===== src/rtl/cpu_pkg.sv =====
// Shared write-back types: register geometry, requester ids, buffered entry with arrival stamp.
package cpu_pkg;

   localparam int DATA_W   = 16;
   localparam int ADDR_W   = 4;
   localparam int NUM_REGS = 16;
   localparam int STAMP_W  = 3;

   typedef enum logic {
      REQ_ALU = 1'b0,
      REQ_LD  = 1'b1
   } req_e;

   typedef struct packed {
      logic [ADDR_W-1:0]  add;
      logic [DATA_W-1:0]  data;
      logic [STAMP_W-1:0] stamp;
   } wb_entry_t;

   // True when stamp b was issued before stamp a; at most 4 live entries keeps the window unambiguous.
   function automatic logic is_older(input logic [STAMP_W-1:0] a, input logic [STAMP_W-1:0] b);
      logic [STAMP_W-1:0] diff;
      diff = a - b;
      return (diff >= 3'd1) && (diff <= 3'd3);
   endfunction

endpackage


===== src/rtl/wb_fifo.sv =====
// Small write-back entry buffer, one per requester; head is visible the cycle after the push.
// full/empty come from registered occupancy only, so a pop never frees a slot in the same cycle.
module wb_fifo
   import cpu_pkg::*;
#(
   parameter int DEPTH = 2
) (
   input  logic      clk,
   input  logic      reset,
   input  logic      push,
   input  wb_entry_t din,
   input  logic      pop,
   output wb_entry_t head,
   output logic      full,
   output logic      empty
);

   localparam int PW = (DEPTH > 1) ? $clog2(DEPTH) : 1;
   localparam int CW = $clog2(DEPTH + 1);

   wb_entry_t       mem [DEPTH];
   logic [PW-1:0]   wr_ptr;
   logic [PW-1:0]   rd_ptr;
   logic [CW-1:0]   count;

   function automatic logic [PW-1:0] next_ptr(input logic [PW-1:0] p);
      return (p == PW'(DEPTH - 1)) ? '0 : p + 1'b1;
   endfunction

   always_ff @(posedge clk or negedge reset) begin
      if (!reset) begin
         wr_ptr <= '0;
         rd_ptr <= '0;
         count  <= '0;
      end else begin
         if (push) wr_ptr <= next_ptr(wr_ptr);
         if (pop)  rd_ptr <= next_ptr(rd_ptr);
         count <= count + CW'(push) - CW'(pop);
      end
   end

   always_ff @(posedge clk) begin
      if (push) mem[wr_ptr] <= din;
   end

   assign head  = mem[rd_ptr];
   assign full  = (count == CW'(DEPTH));
   assign empty = (count == '0);

endmodule


===== src/rtl/regfile_wb_scheduler.sv =====
// Merges ALU and load results onto the single register-file write port, keeps a pending-write scoreboard.
// Accept-to-write latency 2 edges; each requester backpressured by its own 2-entry buffer being full.
module regfile_wb_scheduler
   import cpu_pkg::wb_entry_t;
   import cpu_pkg::req_e;
   import cpu_pkg::REQ_ALU;
   import cpu_pkg::REQ_LD;
   import cpu_pkg::NUM_REGS;
   import cpu_pkg::STAMP_W;
   import cpu_pkg::is_older;
#(
   parameter int DATA_W     = 16,
   parameter int ADDR_W     = 4,
   parameter int FIFO_DEPTH = 2
) (
   input  logic              clk,
   input  logic              reset,
   input  logic              i_alu_valid,
   output logic              o_alu_ready,
   input  logic [ADDR_W-1:0] i_alu_add,
   input  logic [DATA_W-1:0] i_alu_data,
   input  logic              i_ld_valid,
   output logic              o_ld_ready,
   input  logic [ADDR_W-1:0] i_ld_add,
   input  logic [DATA_W-1:0] i_ld_data,
   input  logic              i_reserve_en,
   input  logic [ADDR_W-1:0] i_reserve_add,
   input  logic [ADDR_W-1:0] i_read_add1,
   input  logic [ADDR_W-1:0] i_read_add2,
   output logic              o_stall,
   output logic              o_write_en,
   output logic [ADDR_W-1:0] o_write_add,
   output logic [DATA_W-1:0] o_write_data,
   output logic              o_forward,
   output logic [ADDR_W-1:0] o_forward_add,
   output logic              o_sb_overflow
);

   wb_entry_t          alu_din, ld_din, alu_head, ld_head;
   logic               alu_full, alu_empty, ld_full, ld_empty;
   logic               alu_push, ld_push, alu_pop, ld_pop;
   logic [STAMP_W-1:0] stamp_cnt;
   req_e               last_grant;
   logic               grant_any, grant_ld;
   logic [ADDR_W-1:0]  grant_add;
   logic [DATA_W-1:0]  grant_data;
   logic [1:0]         sb_cnt [NUM_REGS];
   logic [1:0]         sb_nxt [NUM_REGS];
   logic [NUM_REGS-1:0] inc_vec, dec_vec;
   logic               ovf_set;

   assign o_alu_ready = reset && !alu_full;
   assign o_ld_ready  = reset && !ld_full;
   assign alu_push    = i_alu_valid && o_alu_ready;
   assign ld_push     = i_ld_valid && o_ld_ready;

   // On a simultaneous accept the load entry takes the older stamp.
   assign ld_din  = '{add: i_ld_add, data: i_ld_data, stamp: stamp_cnt};
   assign alu_din = '{add: i_alu_add, data: i_alu_data,
                      stamp: ld_push ? stamp_cnt + 3'd1 : stamp_cnt};

   wb_fifo #(.DEPTH(FIFO_DEPTH)) u_alu_fifo (
      .clk(clk), .reset(reset), .push(alu_push), .din(alu_din), .pop(alu_pop),
      .head(alu_head), .full(alu_full), .empty(alu_empty)
   );

   wb_fifo #(.DEPTH(FIFO_DEPTH)) u_ld_fifo (
      .clk(clk), .reset(reset), .push(ld_push), .din(ld_din), .pop(ld_pop),
      .head(ld_head), .full(ld_full), .empty(ld_empty)
   );

   always_comb begin
      grant_any = !alu_empty || !ld_empty;
      grant_ld  = 1'b0;
      if (!alu_empty && !ld_empty) begin
         if (alu_head.add == ld_head.add)
            grant_ld = is_older(alu_head.stamp, ld_head.stamp);
         else
            grant_ld = (last_grant == REQ_ALU);
      end else begin
         grant_ld = !ld_empty;
      end
   end

   assign alu_pop    = grant_any && !grant_ld;
   assign ld_pop     = grant_any && grant_ld;
   assign grant_add  = grant_ld ? ld_head.add  : alu_head.add;
   assign grant_data = grant_ld ? ld_head.data : alu_head.data;

   assign inc_vec = i_reserve_en ? (NUM_REGS'(1) << i_reserve_add) : '0;
   assign dec_vec = grant_any    ? (NUM_REGS'(1) << grant_add)     : '0;

   // Reserve and grant on the same register cancel; saturated reserve flags overflow instead.
   always_comb begin
      ovf_set = 1'b0;
      for (int r = 0; r < NUM_REGS; r++) begin
         sb_nxt[r] = sb_cnt[r];
         if (inc_vec[r] && !dec_vec[r]) begin
            if (sb_cnt[r] == 2'd3) ovf_set   = 1'b1;
            else                   sb_nxt[r] = sb_cnt[r] + 2'd1;
         end else if (dec_vec[r] && !inc_vec[r] && (sb_cnt[r] != 2'd0)) begin
            sb_nxt[r] = sb_cnt[r] - 2'd1;
         end
      end
   end

   always_ff @(posedge clk or negedge reset) begin
      if (!reset) begin
         stamp_cnt     <= '0;
         last_grant    <= REQ_ALU;
         o_write_en    <= 1'b0;
         o_write_add   <= '0;
         o_write_data  <= '0;
         o_forward     <= 1'b0;
         o_forward_add <= '0;
         o_sb_overflow <= 1'b0;
         for (int r = 0; r < NUM_REGS; r++) sb_cnt[r] <= 2'd0;
      end else begin
         stamp_cnt  <= stamp_cnt + STAMP_W'(alu_push) + STAMP_W'(ld_push);
         o_write_en <= grant_any;
         o_forward  <= grant_any;
         if (grant_any) begin
            last_grant    <= grant_ld ? REQ_LD : REQ_ALU;
            o_write_add   <= grant_add;
            o_write_data  <= grant_data;
            o_forward_add <= grant_add;
         end
         if (ovf_set) o_sb_overflow <= 1'b1;
         for (int r = 0; r < NUM_REGS; r++) sb_cnt[r] <= sb_nxt[r];
      end
   end

   assign o_stall = reset && ((sb_cnt[i_read_add1] != 2'd0) || (sb_cnt[i_read_add2] != 2'd0));

endmodule


===== config.mk =====
export PLATFORM = sky130hd
export DESIGN_NAME = regfile_wb_scheduler
export DESIGN_NICKNAME = d
export VERILOG_FILES = /design/src/rtl/cpu_pkg.sv /design/src/rtl/wb_fifo.sv /design/src/rtl/regfile_wb_scheduler.sv
export SDC_FILE = /design/constraint.sdc
export NUM_CORES = 1
export LEC_CHECK = 0
export ABC_CLOCK_PERIOD_IN_PS = 7100
export CAP_MARGIN = 20
export CORE_UTILIZATION = 35
export DETAILED_ROUTE_END_ITERATION = 8
export DONT_BUFFER_PORTS = 1
export GPL_ROUTABILITY_DRIVEN = 1
export PLACE_DENSITY = 0.55
export SLEW_MARGIN = 20
export SYNTH_ARGS = -nofsm -noshare
export SYNTH_HDL_FRONTEND = slang
export SYNTH_SLANG_ARGS = --single-unit

===== constraint.sdc =====
create_clock -name clk -period 7.1 [get_ports clk]
set_clock_uncertainty 0.15 [all_clocks]
set_input_delay 1.065 -clock clk [delete_from_list [all_inputs] [get_ports clk]]
set_output_delay 1.065 -clock clk [all_outputs]
set_load 0.005 [all_outputs]

==> After elaboration in Yosys (flattened, before gate mapping) <==
Memory sizes are Yosys's and may differ from the RTL's.
Index checks and enable logic that the tools add are counted.
{ "totals": {"mem_count": 2, "romBits": 0, "out_inout_bits": 30, "register_bits": 66, "latch_bits": 0, "mem_bits_rw": 92} }
{ "op_classes": {"n_addsub": 44, "n_reduce_logical": 148, "div": 0, "eq_ne": 35, "order_cmp": 4, "n_bitwise": 3, "shifts": 2, "mux": 102, "n_mul": 0} }
{ "mem_list": {"columns": ["memory", "depth", "width", "read_ports", "rd_clocked_by_memory_dff", "wr", "line_no", "rtl"], "rows": [
  ["u_alu_fifo.mem", 2, 23, 1, 0, 1, "wb_fifo.sv:21", "wb_entry_t mem [DEPTH];"],
  ["u_ld_fifo.mem", 2, 23, 1, 0, 1, "wb_fifo.sv:21", null]
]} }
{ "ops": {"columns": ["op", "count"], "rows": [
  ["$mux 2", 52],
  ["$reduce_bool 2->1", 34],
  ["$logic_and 1x1->1", 57],
  ["$mux 16", 3],
  ["$mux 1", 43],
  ["$logic_not 1->1", 37],
  ["$eq 2x2->1 const B", 18],
  ["$add 2x1->2 const B", 16],
  ["$ne 2x2->1 const B", 16],
  ["$reduce_and 2->1", 16],
  ["$shl 1x4->16 const A", 2],
  ["$sub 2x1->2 const B", 16],
  ["$bmux 2 s4", 2],
  ["$ge 5x5->1 const B", 2],
  ["$not 4->5", 2],
  ["$add 3x1->3", 2],
  ["$add 1x1->1 const B", 4],
  ["$add 2x1->2", 2],
  ["$eq 4x4->1", 1],
  ["$logic_not 2->1", 2],
  ["$mux 4", 1],
  ["$sub 2x1->2", 2],
  ["$add 3x1->3 const B", 1],
  ["$ge 3x1->1 const B", 1],
  ["other kinds (5)", 6]
]} }

==> Depth between registers and ports, before layout <==
Gate-level depths: netlist (run 1).
An unclocked memory read counts as a cell.
{ "depth": {"word_depth": 42, "depth_mapped": 19} }

==> By module <==
Synthesis (run 1) repeated with hierarchy kept, for this count alone.
{ "unflattened": {"cells_unflattened": 673, "area_unflattened_um2": 8070.2} }
{ "modules_own_cells": {"columns": ["module", "cells_per_inst", "instances", "area_each_um2", "seq_area_each_um2"], "rows": [
  ["regfile_wb_scheduler", 499, 1, 4151.5, 1451.4],
  ["wb_fifo", 87, 2, 1959.4, 1481.4]
]} }

==> Least setup slack after synthesis (run 1) <==
No wires, ideal clock.
{ "synth_path": {"path_type": "register -> register", "startpoint": "register u_alu_fifo.rd_ptr", "endpoint": "register u_alu_fifo.count[1]", "period_less_slack_ps": 4499, "n_path_buf": 5, "path_slack_ps": 2601, "path_stages_with_launch": 18, "t_arrival_ps": 4225, "required_ps": 6826, "cell_sequence": "dfrtp_1 > buf_4 > buf_1 > clkbuf_1 > mux2_2 > fa_1 > xnor3_1 > a211o_1 > o211a_1 > buf_2 > buf_2 > inv_1 > nor2_1 > ha_1 > inv_1 > ha_1 > xnor2_1 > xnor2_1"} }
{ "synth_via": {"elab_chain_len": 9, "word_cells_on_any_way": 11, "classes_between": "add/sub (2); order compare (2); eq/ne (1); mux (2); reduce/logical (3); memory (1)"} }
{ "synth_lines": {"columns": ["item", "line_no", "rtl"], "rows": [
  ["start: declaration", "wb_fifo.sv:23", "logic [PW-1:0] rd_ptr;"],
  ["start signal: assignment", "wb_fifo.sv:37", "if (pop) rd_ptr <= next_ptr(rd_ptr);"],
  ["$mem_v2 2x23 *", null, null],
  ["$sub 3x3->3", "cpu_pkg.sv:23", "diff = a - b;"],
  ["$ge 3x1->1 or $le 3x2->1 (tied branches)", "cpu_pkg.sv:24", "return (diff >= 3'd1) && (diff <= 3'd3);"],
  ["$logic_and 1x1->1", "cpu_pkg.sv:24", null],
  ["$mux 1 *", "regfile_wb_scheduler.sv:76", "if (alu_head.add == ld_head.add)"],
  ["$mux 1 *", "regfile_wb_scheduler.sv:75", "if (!alu_empty && !ld_empty) begin"],
  ["$logic_not 1->1 *", "regfile_wb_scheduler.sv:85", "assign alu_pop = grant_any && !grant_ld;"],
  ["$logic_and 1x1->1 *", "regfile_wb_scheduler.sv:85", null],
  ["net alu_pop", "regfile_wb_scheduler.sv:41", "logic alu_push, ld_push, alu_pop, ld_pop;"],
  ["$sub 2x1->2 *", "wb_fifo.sv:38", "count <= count + CW'(push) - CW'(pop);"],
  ["end signal: assignment", "wb_fifo.sv:38", null],
  ["end: declaration", "wb_fifo.sv:24", "logic [CW-1:0] count;"]
]} }
Mark *: on every way through the listed nets, which the timed path passes. The rest lies on a longest branch.
A chain may end at the register's enable or synchronous reset.

==> Worst setup path after layout (run 1) <==
{ "layout_path": {"startpoint": "register u_ld_fifo.rd_ptr", "endpoint": "register u_alu_fifo.count[1]"} }
{ "layout_via": {"elab_chain_len": 9, "word_cells_on_any_way": 11, "classes_between": "add/sub (2); order compare (2); eq/ne (1); mux (2); reduce/logical (3); memory (1)"} }
{ "layout_lines": {"columns": ["item", "line_no"], "rows": [
  ["start: declaration", "wb_fifo.sv:23"],
  ["start signal: assignment", "wb_fifo.sv:37"],
  ["$mem_v2 2x23 *", null],
  ["$sub 3x3->3", "cpu_pkg.sv:23"],
  ["$ge 3x1->1 or $le 3x2->1 (tied branches)", "cpu_pkg.sv:24"],
  ["$logic_and 1x1->1", "cpu_pkg.sv:24"],
  ["$mux 1 *", "regfile_wb_scheduler.sv:76"],
  ["$mux 1 *", "regfile_wb_scheduler.sv:75"],
  ["$logic_not 1->1 *", "regfile_wb_scheduler.sv:85"],
  ["$logic_and 1x1->1 *", "regfile_wb_scheduler.sv:85"],
  ["net alu_pop", "regfile_wb_scheduler.sv:41"],
  ["$sub 2x1->2 *", "wb_fifo.sv:38"]
]} }
Marked as above.

==> results by group, run 1 <==
Status
  – Violated checks: DRC
  – Result of the run: complete, but fails checks

Synthesis
  – Post-synth design cell area: 0.00788 mm^2
  – Dominant combinational cell family by area after synthesis: simple AND/OR/NAND/NOR gates
  – Fraction of the mapped netlist area in simple logic gates: 14.5%
  – Synthesis Warnings: 0
  – Synth Area in XOR/XNOR: 2.29%
  – Post-synthesis sequential area ratio: 56.0%
  – Top cell type's share of synthesized area: 35.1%
  – Post-synthesis cell type count: 70
  – Synthesized flop and latch total: 158
  – Net count after synthesis: 766
  – Dominant cell type by area after synthesis: edfxtp_1
  – Number of instances in the synthesized netlist: 699
  – Number of synthesized flops with an enable pin: 92
  – Synth area leaders: edfxtp_1 35%, dfrtp_1 21%, mux2i_1 4.3%
  – Ys async rst share: 41.8%
  – Post-synthesis average cell area: 11.3 um^2
  – Proportion of synthesized area in mux cells: 11.3%
  – Predominant post-synthesis flop cell: edfxtp_1
  – Post-synthesis share of cell area spent on full adders, half adders and majority gates: 1.78%
  – Fraction of the mapped netlist area in compound gates: 11.0%

Power
  – Power density normalized to cell area: 416 mW/mm^2
  – Peak ir drop on the vdd network: 231 uV
  – Fraction of power consumed by combinational cells: 35.1%
  – Switching portion of total power: 38.2%
  – Leakage dissipation: 3.22 nW
  – Proportion of power drawn by the clock network: 24.7%
  – Internal Dissipation: 0.00225 W
  – Seq pwr share: 40.2%
  – Net load switching power: 0.00139 W

Min path
  – Hold Crit Class: in2async

Route
  – Remaining antenna violation count after routing: 0
  – DR vias: 5231
  – Remaining design rule violation count: 10
  – Pre-Repair DR Iteration Count: 6
  – First DRT Iteration DRCs: 265
  – Detailed-route wire length per cell: 17.7 um
  – Post-DR vias/cell: 5.28
  – Total wirelength of the detailed-routed design: 17500 um

Floorplanning
  – Overall die width: 152 um
  – Initial Util: 35.9%
  – Floorplan Core Area: 0.0220 mm^2
  – Number of primary I/O pins: 87
  – Die Outline Area: 0.0231 mm^2
  – Total number of placement rows: 54
  – Vert. Die Dim: 152 um

Layout
  – Area occupied by multi-input gates: 0.00324 mm^2
  – Area growth from synthesis to layout: 10.9%
  – Sequential cell area in the final layout: 0.00441 mm^2
  – Total of fill cells in the finished design: 2059
  – ANT cells: 0
  – Share of the core filled with cells: 39.8%
  – Fraction of final layout cells sized beyond drive strength 1: 14.2%
  – Final-stage net count: 764

Global routing
  – Total overflow reported by the global router: 0
  – Number of antenna violations at the first check in global routing: 0
  – First-pass GRT wire length: 28200 um
  – Vias in the first global route: 5452
  – Pin count of the biggest net entering global routing: 70
  – Tot GR Track Use: 15.8%

Worst setup path
  – Sort of element at the start of the critical path: flip-flop
  – Highest fanout seen on the critical path: 39
  – Critical path's slowest cell: dfrtp_1
  – Arrival @ worst endpoint: 5160 ps
  – Worst setup path start: u_ld_fifo.rd_ptr
  – Required time worst endpoint: 7290 ps
  – Max stage delay on crit path: 810 ps
  – Crit-path cells: buf_4, mux2i_1, xor2_1, o41ai_1, o211a_2, buf_4, inv_1, nor2_1, ha_1, inv_1, ha_1, xnor2_1, xnor2_1
  – Launch instance of the worst register-to-register path: u_ld_fifo.rd_ptr
  – Kind of end point of the critical path: flip-flop
  – Startpoint-to-endpoint class of the critical path: reg2reg

Clock tree
  – Number of clock sinks: 158
  – Clock root cell: clkbuf_16
  – Clock transition at path regs: 70 ps
  – Number of clock buffers inserted by TritonCTS: 17
  – CTS tree: built
  – Number of buffers between clock root and the deepest sink: 2
  – CTS hold repair buffers: 0
  – Number of gates given a new drive strength after cts: 0
  – Clock H-tree levels: 4
  – Later-pin clock latency in the skew report: 430 ps
  – Setup fix buffers added after clock tree synthesis: 0

Placement
  – Final Wtd Congestion: 0.851
  – Half-perimeter wire length of the detailed placement result: 12400 um
  – Number of input and output port buffers inserted: 0

Flow run
  – Number of violations of the max-capacitance limit: 0

Timing
  – Transition time of the tightest slew-check pin: 713 ps
  – RSZ-0062 raised after global routing: no
  – Timing-limited maximum frequency: 201 MHz
  – Hold violation total from the final report: 0
  – Slew Viols, Final: 0
  – Max-slew headroom: 52.5%
  – Final setup violation count: 0
  – Summed negative setup slack over all endpoints: 0 ps
  – Worst slack on hold paths: 185 ps
  – Post-route clock period utilization: 70.0%
  – Final worst path period need: 4970 ps
==> cell usage in the layout (no fill, tap or decap), drive strengths merged, types with 9 or more instances in the layout <==
cell | Yosys | layout
inv | 24 | 32
dfrtp | 66 | 66
o21ai | 57 | 57
a21oi | 41 | 41
mux2 | 29 | 29
edfxtp | 92 | 92
a211oi | 9 | 9
nand4 | 9 | 9
or2 | 10 | 10
nand2 | 75 | 75
xnor2 | 10 | 10
clkbuf | 13 | 17
mux2i | 38 | 38
nor2 | 76 | 76
nor3 | 15 | 15
nand3 | 12 | 12
==> registers in the layout (all words and copies together) (netlist names), 2 cells and up <==
register,count
o_write_data,16
u_ld_fifo.mem,46
o_forward_add,4
u_alu_fifo.mem,46
u_ld_fifo.count,2
stamp_cnt,3
sb_cnt,32
u_alu_fifo.count,2
==> area by class of cell <==
type / instances / share of cell area [%]
inverter: 25 / 1.07
clock inverter: 15 / 1.85
multi-input combinational: 488 / 37.1
tap: 280 / 4.01
sequential: 158 / 50.5
timing repair buffer: 7 / 0.601
clock buffer: 17 / 4.87
==> logic make-up after synthesis <==
kind of cell	count (synthesis)
compound gates	144
mux	73
buf+inv	53
xor+xnor	19
simple gates	242
fa+ha+maj	10
flops	158
==> routing by layer <==
metal / track usage (%) / routed length (um) / part of all wire (%)
met3: 5.42 / 1240 / 7.1
met5: 0 / 0 / 0
met1: 17.8 / 7240 / 41
met4: 5.69 / 272 / 1.6
met2: 27.7 / 8770 / 50
==> power groups by stage <==
stage | Sequential [W] | Combinational (W) | Clock (W)
6_report | 0.00146 | 0.00128 | 0.000897
5_1_grt | 0.00150 | 0.00143 | 0.000959
4_1_cts | 0.00146 | 0.00129 | 0.000918
3_5_place_dp | 0.00148 | 0.00129 | 0
3_3_place_gp | 0.00147 | 0.00124 | 0
2_1_floorplan | 0.00138 | 0.00109 | 0
==> worst max-delay path, delay by kind of cell (launching register included) <==
kind / cells / cell delay, ps
adder cells (fa/ha/maj): 2 / 410
multiplexers: 1 / 530
buffers and inverters: 4 / 1040
XOR/XNOR: 3 / 490
AND/OR/NAND/NOR: 1 / 180
AO/OA/AOI/OAI: 2 / 1250
flip-flops: 1 / 810
==> synth_stat cells, drive strengths merged (2+ instances only) <==
| cell type | instances |
|---|---|
| edfxtp | 92 |
| nor2 | 76 |
| nand2 | 75 |
| dfrtp | 66 |
| o21ai | 57 |
| a21oi | 41 |
| mux2i | 38 |
| mux2 | 29 |
| inv | 24 |
| buf | 15 |
| nor3 | 15 |
| clkbuf | 13 |
| nand3 | 12 |
| or2 | 10 |
| xnor2 | 10 |
| a211oi | 9 |
| nand4 | 9 |
| ha | 8 |
| xor2 | 8 |
| nand2b | 7 |
| or3 | 7 |
| mux4 | 6 |
| nor2b | 5 |
| nor3b | 5 |
| o221ai | 5 |
| and3 | 4 |
| nand3b | 4 |
| a21boi | 3 |
| and2 | 3 |
| and4 | 3 |
| o211ai | 3 |
| o22ai | 3 |
| a22oi | 2 |
| a31oi | 2 |
| fa | 2 |
| nor4 | 2 |
| o21a | 2 |
| o21bai | 2 |
| o22a | 2 |
| or3b | 2 |
==> stage by stage <==
stage	instance area (um^2)	power (W)	setup slack, ps	cells
2_1_floorplan	7880	0.00247	2600	699
3_3_place_gp	8150	0.00271	2280	958
3_5_place_dp	8150	0.00277	2160	958
4_1_cts	8740	0.00367	2130	990
5_1_grt	8740	0.00388	1730	990
6_report	8740	0.00363	2130	990
==> path summary, 6_finish.rpt <==
path / to / slack [ps] / cells after the start
max: u_alu_fifo.count[1] / 2130 / 13
min in group clk: last_grant / 330 / 2
min reg2reg: last_grant / 330 / 2
min: o_write_data[13] / 190 / 0
max in group asynchronous: last_grant / 6500 / 0
max reg2reg: u_alu_fifo.count[1] / 2130 / 13
(Power assumes the default switching activity.)
==> inputs of run 2 (changes only) <==
- ABC_CLOCK_PERIOD_IN_PS: 7100 -> 4660
- clock period: 7.1 -> 4.66 ns (I/O delays scaled with it)
==> run 2 against run 1 <==
Against the previous run:
- the run still ends with DRC left
- largest power group unchanged
- clock power up 49%
- worst setup slack got worse by 1800 ps
- hold slack worse by 180 ps
==> results by group, run 2 (synthesized netlist as in run 1, its figures left out) <==
Floorplanning
  – Vert. Die Dim: 152 um (unchanged)
  – Number of primary I/O pins: 87 (unchanged)
  – Total number of placement rows: 54 (unchanged)
  – Initial Util: 35.9% (unchanged)
  – Die Outline Area: 0.0231 mm^2 (unchanged)
  – Floorplan Core Area: 0.0220 mm^2 (unchanged)
  – Overall die width: 152 um (unchanged)

Global routing
  – Number of antenna violations at the first check in global routing: 1 (was 0)
  – Pin count of the biggest net entering global routing: 67 (was 70)
  – Total overflow reported by the global router: 0 (unchanged)
  – Vias in the first global route: 5374 (was 5452)
  – Tot GR Track Use: 16.0% (was 15.8%)
  – First-pass GRT wire length: 28600 um (was 28200 um)

Timing
  – Hold violation total from the final report: 0 (unchanged)
  – Timing-limited maximum frequency: 233 MHz (was 201 MHz)
  – Final worst path period need: 4290 ps (was 4970 ps)
  – RSZ-0062 raised after global routing: no (unchanged)
  – Final setup violation count: 0 (unchanged)
  – Post-route clock period utilization: 92.1% (was 70.0%)
  – Slew Viols, Final: 0 (unchanged)
  – Transition time of the tightest slew-check pin: 663 ps (was 713 ps)
  – Max-slew headroom: 55.4% (was 52.5%)
  – Summed negative setup slack over all endpoints: 0 ps (unchanged)
  – Worst slack on hold paths: 2.36 ps (was 185 ps)

Layout
  – Share of the core filled with cells: 40.0% (was 39.8%)
  – Final-stage net count: 769 (was 764)
  – Summed area of non-filler cells in the final layout: 0.00878 mm^2 (was 0.00874 mm^2)
  – Total of fill cells in the finished design: 2090 (was 2059)
  – Fraction of final layout cells sized beyond drive strength 1: 14.5% (was 14.2%)
  – Area growth from synthesis to layout: 11.4% (was 10.9%)
  – Highest-count cells in the layout ignoring fill and taps: 92 x edfxtp_1, 74 x nand2_1, 73 x nor2_1 (unchanged)
  – Most frequent standard cell in the layout excluding fill and tap cells: edfxtp_1 (unchanged)
  – Leading registers by flop count: u_alu_fifo.mem: 46 flops, u_ld_fifo.mem: 46 flops, sb_cnt: 32 flops (unchanged)
  – ANT cells: 0 (unchanged)

Clock tree
  – Setup fix buffers added after clock tree synthesis: 0 (unchanged)
  – CTS hold repair buffers: 1 (was 0)
  – Clock root cell: clkbuf_16 (unchanged)
  – CTS tree: built (unchanged)
  – Later-pin clock latency in the skew report: 420 ps (was 430 ps)
  – Number of gates given a new drive strength after cts: 0 (unchanged)
  – Number of buffers between clock root and the deepest sink: 2 (unchanged)
  – Clock H-tree levels: 4 (unchanged)
  – Number of clock sinks: 158 (unchanged)
  – Clock transition at path regs: 70 ps (about the same)
  – Number of clock buffers inserted by TritonCTS: 17 (unchanged)

Worst setup path
  – Critical path's slowest cell: dfrtp_1 (unchanged)
  – Required time worst endpoint: 4800 ps (was 7290 ps)
  – Sort of element at the start of the critical path: flip-flop (unchanged)
  – Flop2flop setup slack: 370 ps (was 2130 ps)
  – Startpoint-to-endpoint class of the critical path: reg2reg (unchanged)
  – Arrival @ worst endpoint: 4430 ps (was 5160 ps)
  – Most used cell, CP: buf_4
  – Crit-path cells: buf_4, mux2_2, ha_1, inv_1, fa_1, xnor3_1, a211o_1, o211a_2, buf_4, mux2i_2, nor3b_1, a211oi_1, a21oi_1 (was buf_4, mux2i_1, xor2_1, o41ai_1, o211a_2, buf_4, inv_1, nor2_1, ha_1, inv_1, ha_1, xnor2_1, xnor2_1)
  – Max stage delay on crit path: 610 ps (was 810 ps)
  – Kind of end point of the critical path: flip-flop (unchanged)
  – Highest fanout seen on the critical path: 37 (was 39)
  – R2r worst-path depth: 13 (unchanged)

Power
  – Leakage dissipation: 3.24 nW (was 3.22 nW)
  – Power after layout: 0.00554 W (was 0.00363 W)
  – Seq pwr share: 40.0% (was 40.2%)
  – Power density normalized to cell area: 631 mW/mm^2 (was 416 mW/mm^2)
  – Net load switching power: 0.00210 W (was 0.00139 W)
  – Switching portion of total power: 37.9% (was 38.2%)
  – Proportion of power drawn by the clock network: 24.2% (was 24.7%)
  – Internal Dissipation: 0.00344 W (was 0.00225 W)
  – Fraction of power consumed by combinational cells: 35.8% (was 35.1%)
  – Peak ir drop on the vdd network: 290 uV (was 231 uV)

Route
  – Remaining design rule violation count: 10 (unchanged)
  – DR vias: 5273 (was 5231)
  – Total wirelength of the detailed-routed design: 17700 um (was 17500 um)
  – Remaining antenna violation count after routing: 0 (unchanged)
  – First DRT Iteration DRCs: 279 (was 265)
  – Pre-Repair DR Iteration Count: 7 (was 6)
  – Post-DR vias/cell: 5.30 (was 5.28)
  – Detailed-route wire length per cell: 17.8 um (was 17.7 um)

Placement
  – Final Wtd Congestion: 0.846 (was 0.851)
  – Half-perimeter wire length of the detailed placement result: 12400 um (about the same)
  – Number of input and output port buffers inserted: 0 (unchanged)
  – Placement-stage cell area: 0.00818 mm^2 (was 0.00815 mm^2)

Status
  – Result of the run: complete, but fails checks (unchanged)
  – Violated checks: DRC (unchanged)

Min path
  – Hold Crit Class: in2async (unchanged)

Flow run
  – Number of violations of the max-capacitance limit: 0 (unchanged)
## run 2: cell types whose count changed in the layout (fill, tap and decap cells not counted)
cell,before,now
buf_4,7,11
inv_6,4,3
clkinv_8,3,1
inv_8,4,6
clkinv_2,0,1
clkbuf_1,0,1
buf_16,0,1
and3_2,1,0
clkinv_4,2,1
and3_1,3,4
## run 2: area by class of cell
cell class | count | area (um^2) | share of cell area [%]
flip-flops and latches | 158 | 4410 | 50.3
well taps | 280 | 350 | 3.99
repair buffers | 12 | 110 | 1.25
clock inverters | 14 | 139 | 1.58
clock buffers | 18 | 429 | 4.89
inverters | 25 | 93.8 | 1.07
multi-input cells | 488 | 3240 | 36.9
## run 2: worst max-delay path, delay by kind of cell (launching register included)
family	cells	cell delay, ps
XOR/XNOR	1	390
AO/OA/AOI/OAI	4	1050
adder cells (fa/ha/maj)	2	500
AND/OR/NAND/NOR	1	90
flip-flops	1	610
multiplexers	2	570
buffers and inverters	3	770
## run 2: metal layers
| metal | wire length (um) | track usage [%] | share of wire, % | vias up |
|---|---|---|---|---|
| li1 | - | - | - | 2547 |
| met1 | 7460 | 18.8 | 42 | 2589 |
| met2 | 8860 | 27.6 | 50 | 120 |
| met3 | 1230 | 5.22 | 6.9 | 17 |
| met4 | 182 | 5.69 | 1.0 | 0 |
| met5 | 0 | 0 | 0 | - |
## run 2: final timing paths
| check | end | startpoint |
|---|---|---|
| setup / recovery | sb_cnt[16] | u_ld_fifo.rd_ptr |
| hold / removal | sb_cnt[31] | reset |
| setup reg to reg | sb_cnt[16] | u_ld_fifo.rd_ptr |
| hold reg to reg | u_alu_fifo.wr_ptr | u_alu_fifo.wr_ptr |
| max in group asynchronous | u_alu_fifo.count[1] | reset |
| min in group clk | u_alu_fifo.mem[1][12] | i_alu_data[9] |
## run 2: stage by stage
stage | setup slack (ps) | instances
floorplan | 161 | 699
global placement | 473 | 962
finish | 370 | 995
detailed placement | 376 | 962
global route | 1.04 | 995
CTS | 355 | 995
## run 2: power groups by stage
stage | clock [W] | sequential [W] | combinational (W)
CTS | 0.00138 | 0.00222 | 0.00201
floorplan | 0 | 0.00210 | 0.00166
finish | 0.00134 | 0.00222 | 0.00198
detailed placement | 0 | 0.00225 | 0.00199
global placement | 0 | 0.00223 | 0.00191
global route | 0.00143 | 0.00228 | 0.00223
